===== config.mk =====
export PLATFORM = sky130hd
export DESIGN_NAME = fwd_hazard_unit
export DESIGN_NICKNAME = d
export VERILOG_FILES = /design/src/rtl/fwd_pkg.sv /design/src/rtl/fwd_port_match.sv /design/src/rtl/fwd_hazard_unit.sv
export SDC_FILE = /design/constraint.sdc
export NUM_CORES = 1
export LEC_CHECK = 0
export ABC_CLOCK_PERIOD_IN_PS = 2800
export BUFFER_PORTS_ARGS = -buffer_cell sky130_fd_sc_hd__buf_2
export CORE_MARGIN = 5
export CORE_UTILIZATION = 30
export CTS_BUF_LIST = sky130_fd_sc_hd__clkbuf_4 sky130_fd_sc_hd__clkbuf_8
export DETAILED_ROUTE_END_ITERATION = 16
export PLACE_DENSITY = 0.54
export SLEW_MARGIN = 20
export SYNTH_ARGS = -nofsm -noshare
export SYNTH_HDL_FRONTEND = slang
export SYNTH_SLANG_ARGS = --single-unit

===== constraint.sdc =====
create_clock -name clk -period 2.8 [get_ports clk]
set_input_delay 0.56 -clock clk [delete_from_list [all_inputs] [get_ports clk]]
set_output_delay 0.56 -clock clk [all_outputs]
set_load 0.005 [all_outputs]

===== src/rtl/fwd_pkg.sv =====
// fwd_pkg: shared FSM state, select and port-index constants for the forwarding/hazard unit
package fwd_pkg;
  typedef enum logic [1:0] {RUN = 2'd0, LU_STALL = 2'd1, MD_WAIT = 2'd2} fwd_state_t;
  localparam int FWD_RF = 0;
  localparam int P_RS1  = 0;
  localparam int P_RS2  = 1;
  localparam int P_DATA = 2;
  localparam int P_CMP  = 3;
endpackage


===== src/rtl/fwd_port_match.sv =====
// fwd_port_match: combinational youngest-first forwarding match for one source port
module fwd_port_match
  import fwd_pkg::*;
#(
  parameter int R      = 5,
  parameter int NSTAGE = 2,
  parameter int SELW   = $clog2(NSTAGE + 1)
) (
  input  logic [R-1:0]        addr,
  input  logic                en,
  input  logic [NSTAGE*R-1:0] rd,
  input  logic [NSTAGE-1:0]   we,
  output logic [SELW-1:0]     sel
);
  // scan oldest to youngest so the youngest hit overwrites
  always_comb begin
    sel = SELW'(FWD_RF);
    for (int s = NSTAGE - 1; s >= 0; s--)
      sel = (en && we[s] && rd[s*R +: R] != '0 && rd[s*R +: R] == addr) ? SELW'(s + 1) : sel;
  end
endmodule


===== src/rtl/fwd_hazard_unit.sv =====
// fwd_hazard_unit: registered per-port forward selects plus load-use / mul-div stall sequencing
// Optional perf counters enabled by defining FWD_HAZARD_PERF_EN.
module fwd_hazard_unit
  import fwd_pkg::*;
#(
  parameter int R      = 5,
  parameter int NPORT  = 4,
  parameter int NSTAGE = 2,
  parameter int SELW   = $clog2(NSTAGE + 1)
) (
  input  logic                  clk,
  input  logic                  a_reset_n,
  input  logic                  dec_valid,
  input  logic [NPORT*R-1:0]    dec_addr,
  input  logic [NPORT-1:0]      dec_use,
  input  logic [NSTAGE*R-1:0]   stage_rd,
  input  logic [NSTAGE-1:0]     stage_we,
  input  logic                  ex_is_load,
  input  logic                  md_busy,
  output logic [NPORT*SELW-1:0] fwd_sel,
  output logic                  stall,
  output logic                  ex_bubble
`ifdef FWD_HAZARD_PERF_EN
  ,
  output logic [31:0]           perf_stall_cnt,
  output logic [31:0]           perf_lu_cnt
`endif
);
  fwd_state_t state;
  logic [NPORT*SELW-1:0] sel_c;
  logic [NPORT-1:0] hit0;
  logic lu_c;
  for (genvar p = 0; p < NPORT; p++) begin : g_port
    fwd_port_match #(.R(R), .NSTAGE(NSTAGE), .SELW(SELW)) u_match (
      .addr(dec_addr[p*R +: R]),
      .en  (dec_use[p]),
      .rd  (stage_rd),
      .we  (stage_we),
      .sel (sel_c[p*SELW +: SELW])
    );
    assign hit0[p] = sel_c[p*SELW +: SELW] == SELW'(1);
  end
  assign lu_c  = dec_valid & ex_is_load & |hit0;
  // a load-use hit is only honoured from RUN; in LU_STALL the EX stage view is stale
  assign stall = a_reset_n & (md_busy | (state == RUN & lu_c));
  always_ff @(posedge clk) begin
    if (!a_reset_n) begin
      state     <= RUN;
      fwd_sel   <= '0;
      ex_bubble <= 1'b0;
    end else begin
      state     <= md_busy ? MD_WAIT : (state == RUN && lu_c) ? LU_STALL : RUN;
      fwd_sel   <= stall ? '0 : sel_c;
      ex_bubble <= stall;
    end
  end
`ifdef FWD_HAZARD_PERF_EN
  always_ff @(posedge clk) begin
    if (!a_reset_n) begin
      perf_stall_cnt <= '0;
      perf_lu_cnt    <= '0;
    end else begin
      perf_stall_cnt <= perf_stall_cnt + 32'(stall);
      perf_lu_cnt    <= perf_lu_cnt + 32'(state == RUN && !md_busy && lu_c);
    end
  end
`endif
endmodule


==> flow_metrics.env, run 1 <==
export IMPL_r2r_slack_ns=1.72
export IMPL_via_per_inst=4.519
export IMPL_fillers=327
export IMPL_power_frac_seq_pct=40.5
export IMPL_finalWirelength_mm=2.565
export IMPL_grt_pass1_vias=907
export IMPL_synth_area_um2=933.4
export IMPL_synthFlopType="dfxtp_1"
export IMPL_layout_commonest_cell="buf_2"
export IMPL_insertion_delay_ns=0.26
export IMPL_slowest_delay_ns=0.55
export IMPL_worstPathCellList="buf_2, or4_4, o21ai_2, a21o_1, a31oi_4, o21a_1, buf_2"
export IMPL_layout_common_cells="buf_2, xor2_1, dfxtp_1"
export IMPL_p_comb_share_pct=30.6
export IMPL_row_count=20
export IMPL_dr_total_vias=854
export IMPL_async_reset_ff_share_pct=0
export IMPL_dr_pass1_iters=4
export IMPL_ant_nets=0
export IMPL_yosys_register_bits=11
export IMPL_drc=0
export IMPL_rsz0062_at_grt="false"
export IMPL_status="completed"
export IMPL_ys_seq_area_share_pct=23.59
export IMPL_cp_arrival_ns=2.03
export IMPL_io_pins=51
export IMPL_final_cell_area_um2=1221
export IMPL_leakage_nw=0.5382
export IMPL_n_antenna_cell=0
export IMPL_slew_violations=0
export IMPL_powerDensity_nw_per_um2=321.2
export IMPL_dieArea_um2=4327
export IMPL_gp_congestion=0.8070
export IMPL_fp_dieW_um=65.78
export IMPL_cpMostUsedCell="buf_2"
export IMPL_path_class="in2out"
export IMPL_start_util_pct=30.83
export IMPL_fin_skew_ns=0.0001802
export IMPL_coreArea_um2=3028
export IMPL_crit_required_ns=2.24
export IMPL_tns_ns=0
export IMPL_tightest_slew_ns=0.3814
export IMPL_cap_violations=0
export IMPL_cts_tree="built"
export IMPL_hold_viol=0
export IMPL_cts_clk_slew_worst_paths_ns=0.06
export IMPL_cts_root_buf="clkbuf_4"
export IMPL_holdPathStages=2
export IMPL_hpwl_mm=2.238
export IMPL_clockBufferDepth=2
export IMPL_syn_num_nets=141
export IMPL_layout_cells_non_filler=189
export IMPL_fmax_mhz=386.6
export IMPL_placed_area_um2=1191
export IMPL_holdBufCountCts=0
export IMPL_crit_path_top_delay_cell="or4_4"
export IMPL_drtIter0Drc=18
export IMPL_p_switching_mw=0.1123
export IMPL_syn_instance_count=100
export IMPL_synth_edf_count=0
export IMPL_setup_violations=0
export IMPL_vdd_drop_max_v=0.0001094
export IMPL_cts_sinks=11
export IMPL_fin_util_pct=40.33
export IMPL_hold_path_class="in2reg"
export IMPL_syn_area_per_cell_um2=9.334
export IMPL_die_y_um=65.78
export IMPL_cts_resized=0
export IMPL_critPathCaptureType="output port"
export IMPL_drt_wirelength_per_cell_um=13.57
export IMPL_start_kind="input pin"
export IMPL_crit_fanout=5
export IMPL_cts_htree_levels=1
export IMPL_grt_overflow_total=0
export IMPL_post_cts_setup_buffer_count=0
export IMPL_grt_max_degree=7
export IMPL_p_total_mw=0.3922
export IMPL_grt_antenna_before_repair=0
export IMPL_ys_warn_count=0
export IMPL_grt_pass1_wl_mm=4.098
export IMPL_internal_power_mw=0.2799
export IMPL_relSlewSlack_pct=74.34
export IMPL_grt_util_all_layers_pct=12.27
export IMPL_area_growth_pct=30.83
export IMPL_p_clk_share_pct=29.0
export IMPL_sw_frac_of_total_pct=28.64
export IMPL_drive_gt1_share_pct=44.83
export IMPL_min_period_ns=2.587
export IMPL_port_buffers=50
export IMPL_rr_worst_depth=5
export IMPL_min_period_over_period_pct=92.38
export IMPL_numCtsBuffers=3
export IMPL_synth_cell_types=26
export IMPL_place_inst=185
export IMPL_finish_net_count=187
-- state kept, by name, indices dropped and copies added (netlist names) --
name,count
ex_bubble,1
fwd_sel,8
state,2
-- final cells by class --
class | instances | area [µm²] | share of cell area [%]
repair buffers | 51 | 257.7 | 21.11
clock buffers | 4 | 30.03 | 2.459
multi-input cells | 79 | 658.1 | 53.89
well taps | 44 | 55.05 | 4.508
flip-flops and latches | 11 | 220.2 | 18.03
-- critical path, delay by kind of cell --
family          cells  cell delay, ns
compound gates      4            0.66
buf+inv             2            0.27
simple gates        1            0.55
-- synth_stat cells (2+ instances only) --
library cell	number	share of area, %
xor2_1	32	30
dfxtp_1	11	24
xnor2_1	8	7.5
nor4_1	7	4.7
clkbuf_1	5	2.0
nor3b_2	4	5.4
nand3_1	3	1.6
nor2_1	3	1.2
o21a_1	3	2.4
and2_1	2	1.3
buf_2	2	1.1
buf_6	2	2.4
nand4_1	2	1.3
nand4_2	2	2.7
nor3_1	2	1.1
o2111ai_1	2	1.9
-- final timing paths --
path                    start    endpoint
setup reg to reg     state[1]    state[0]
setup / recovery  stage_rd[1]       stall
hold reg to reg      state[0]  fwd_sel[6]
hold / removal      a_reset_n    state[1]
-- logic make-up (layout without fill, tap and decap cells) --
logic type      Yosys count  count (layout)  synth area share [%]
compound gates            9               9                 9.384
xor+xnor                 40              40                 37.53
buf+inv                  10              55                 5.898
flops                    11              11                 23.59
simple gates             30              30                 23.59
-- power by group through the flow --
stage | combinational (mW) | clock, mW | sequential [mW]
floorplan | 0.0740 | 0 | 0.162
global placement | 0.119 | 0 | 0.162
detailed placement | 0.121 | 0 | 0.162
CTS | 0.121 | 0.119 | 0.159
global route | 0.132 | 0.124 | 0.159
finish | 0.120 | 0.114 | 0.159
-- layer usage --
layer | routed length, µm | up-vias | track usage [%]
li1 | - | 434 | -
met1 | 1120 | 373 | 15.81
met2 | 1161 | 45 | 19.52
met3 | 271 | 2 | 3.061
met4 | 12 | 0 | 4.663
met5 | 0 | - | 0
-- per-stage QoR --
step | hold WS [ns] | setup slack, ns
after floorplan | 0.6579 | 0.3568
after global placement | 0.7491 | 0.2422
after detailed placement | 0.7328 | 0.2148
after CTS | 0.5237 | 0.2051
after global routing | 0.5438 | 0.1452
final | 0.5342 | 0.2134
Note: power is estimated with default switching activity, not from simulation.
==> run 2: changes to the inputs <==
--- a/config.mk
+++ b/config.mk
@@ -8,10 +8,10 @@
 export ABC_CLOCK_PERIOD_IN_PS = 2800
 export BUFFER_PORTS_ARGS = -buffer_cell sky130_fd_sc_hd__buf_2
 export CORE_MARGIN = 5
-export CORE_UTILIZATION = 30
+export CORE_UTILIZATION = 35
 export CTS_BUF_LIST = sky130_fd_sc_hd__clkbuf_4 sky130_fd_sc_hd__clkbuf_8
 export DETAILED_ROUTE_END_ITERATION = 16
-export PLACE_DENSITY = 0.54
+export PLACE_DENSITY = 0.61
 export SLEW_MARGIN = 20
 export SYNTH_ARGS = -nofsm -noshare
 export SYNTH_HDL_FRONTEND = slang
==> run 2 against run 1 <==
Effect of this change: global-route usage increased by 2.4 points; design area decreased by 1.4%; clock-buffer cell count unchanged; clock skew rose by 0.0050 ns; die area shrank 12%; wire length shrank 1.3%; fmax rose by 0.24%; power fell by 0.60%; sequential power is essentially flat; highest routed layer is now met3; sequential share of layout area rose by 0.26 points; register-to-register slack hardly changed; critical path type unchanged.
==> flow_metrics.env, run 2 (synthesis results as in run 1) <==
export IMPL_tightest_slew_ns=0.3591
export IMPL_fp_dieW_um=61.64
export IMPL_finalWirelength_mm=2.532
export IMPL_slew_violations=0
export IMPL_cpMostUsedCell="buf_2"
export IMPL_drive_gt1_share_pct=44.83
export IMPL_r2r_slack_ns=1.71
export IMPL_top_register="fwd_sel"
export IMPL_drc=0
export IMPL_place_ws_ns=0.2276
export IMPL_leakage_nw=0.5382
export IMPL_p_total_mw=0.3899
export IMPL_fin_ws_ns=0.2197
export IMPL_regArea_um2=220.2
export IMPL_insertion_delay_ns=0.26
export IMPL_hold_path_class="in2reg"
export IMPL_grt_util_all_layers_pct=14.64
export IMPL_crit_path_top_delay_cell="or4_4"
export IMPL_fin_skew_ns=0.005159
export IMPL_cts_tree="built"
export IMPL_rr_worst_depth=5
export IMPL_row_count=18
export IMPL_grt_max_degree=7
export IMPL_drt_wirelength_per_cell_um=14.47
export IMPL_min_period_ns=2.580
export IMPL_numCtsBuffers=3
export IMPL_coreArea_um2=2522
export IMPL_holdWs_ns=0.5440
export IMPL_grt_pass1_wl_mm=4.140
export IMPL_finish_net_count=187
export IMPL_relSlewSlack_pct=75.84
export IMPL_cap_violations=0
export IMPL_path_depth=7
export IMPL_grt_antenna_before_repair=0
export IMPL_cts_clk_slew_worst_paths_ns=0.06
export IMPL_largest_register_ffs=8
export IMPL_rsz0062_at_grt="false"
export IMPL_dieArea_um2=3799
export IMPL_ant_nets=0
export IMPL_drtIter0Drc=8
export IMPL_clockBufferDepth=2
export IMPL_via_per_inst=4.903
export IMPL_post_cts_setup_buffer_count=0
export IMPL_port_buffers=50
export IMPL_reg_top3="fwd_sel x8, state x2, ex_bubble x1"
export IMPL_path_class="in2out"
export IMPL_fillers=256
export IMPL_tns_ns=0
export IMPL_dr_pass1_iters=4
export IMPL_powerDensity_nw_per_um2=323.9
export IMPL_n_antenna_cell=0
export IMPL_min_period_over_period_pct=92.15
export IMPL_cts_root_buf="clkbuf_4"
export IMPL_gp_congestion=0.7931
export IMPL_start_kind="input pin"
export IMPL_status="completed"
export IMPL_setup_violations=0
export IMPL_fmax_mhz=387.5
export IMPL_start_util_pct=37.00
export IMPL_grt_pass1_vias=906
export IMPL_cp_arrival_ns=2.02
export IMPL_crit_fanout=5
export IMPL_dr_total_vias=858
export IMPL_crit_buf_inv=2
export IMPL_vdd_drop_max_v=0.0002845
export IMPL_die_y_um=61.64
export IMPL_cts_sinks=11
export IMPL_cts_resized=0
export IMPL_multi_input_area_um2=658.1
export IMPL_io_pins=51
export IMPL_holdBufCountCts=0
export IMPL_crit_required_ns=2.24
export IMPL_grt_overflow_total=0
export IMPL_hold_viol=0
export IMPL_path_delay_family="compound AO/OA/AOI/OAI gates"
export IMPL_area_growth_pct=28.95
export IMPL_slowest_delay_ns=0.54
export IMPL_fin_util_pct=47.72
export IMPL_critPathCaptureType="output port"
export IMPL_layout_commonest_cell="buf_2"
export IMPL_layout_common_cells="buf_2, xor2_1, dfxtp_1"
export IMPL_cts_htree_levels=1
export IMPL_hpwl_mm=2.212
export IMPL_worstPathCellList="buf_2, or4_4, o21ai_2, a21o_1, a31oi_4, o21a_1, buf_2"
export IMPL_holdPathStages=2
[run 2: layer usage]
| metal | global-route usage [%] | routed length, µm |
|---|---|---|
| met4 | 3.636 | 0 |
| met5 | 0 | 0 |
| met1 | 19.53 | 1039 |
| met3 | 1.887 | 255 |
| met2 | 24.81 | 1238 |
[run 2: stage by stage]
step	cells	instance area, µm²
floorplan	100	933.4
global placement	171	1174
detailed placement	171	1174
CTS	175	1204
global route	175	1204
finish	175	1204
[run 2: worst reg2reg max path, stage by stage, from the launching register on]
cell	delay [ns]
dfxtp_1	0.30
nor2_1	0.09
nand3_1	0.15
a31oi_4	0.19
buf_4	0.18
and2_1	0.12
[run 2: area by class of cell]
class	instances	share of cell area [%]
Clock buffer	4	2.495
Timing Repair Buffer	51	21.41
Multi-Input combinational cell	79	54.68
Sequential cell	11	18.30
Tap cell	30	3.119
[run 2: final timing paths]
check         startpoint    endpoint
max reg2reg     state[1]    state[0]
max          stage_rd[1]       stall
min            a_reset_n   ex_bubble
min reg2reg     state[0]  fwd_sel[6]
[run 2: power breakdown]
group          total [mW]  switching [mW]  internal [mW]
sequential          0.159        0.000442          0.158
clock               0.111          0.0461         0.0646
combinational       0.120          0.0636         0.0568
total               0.390           0.110          0.280
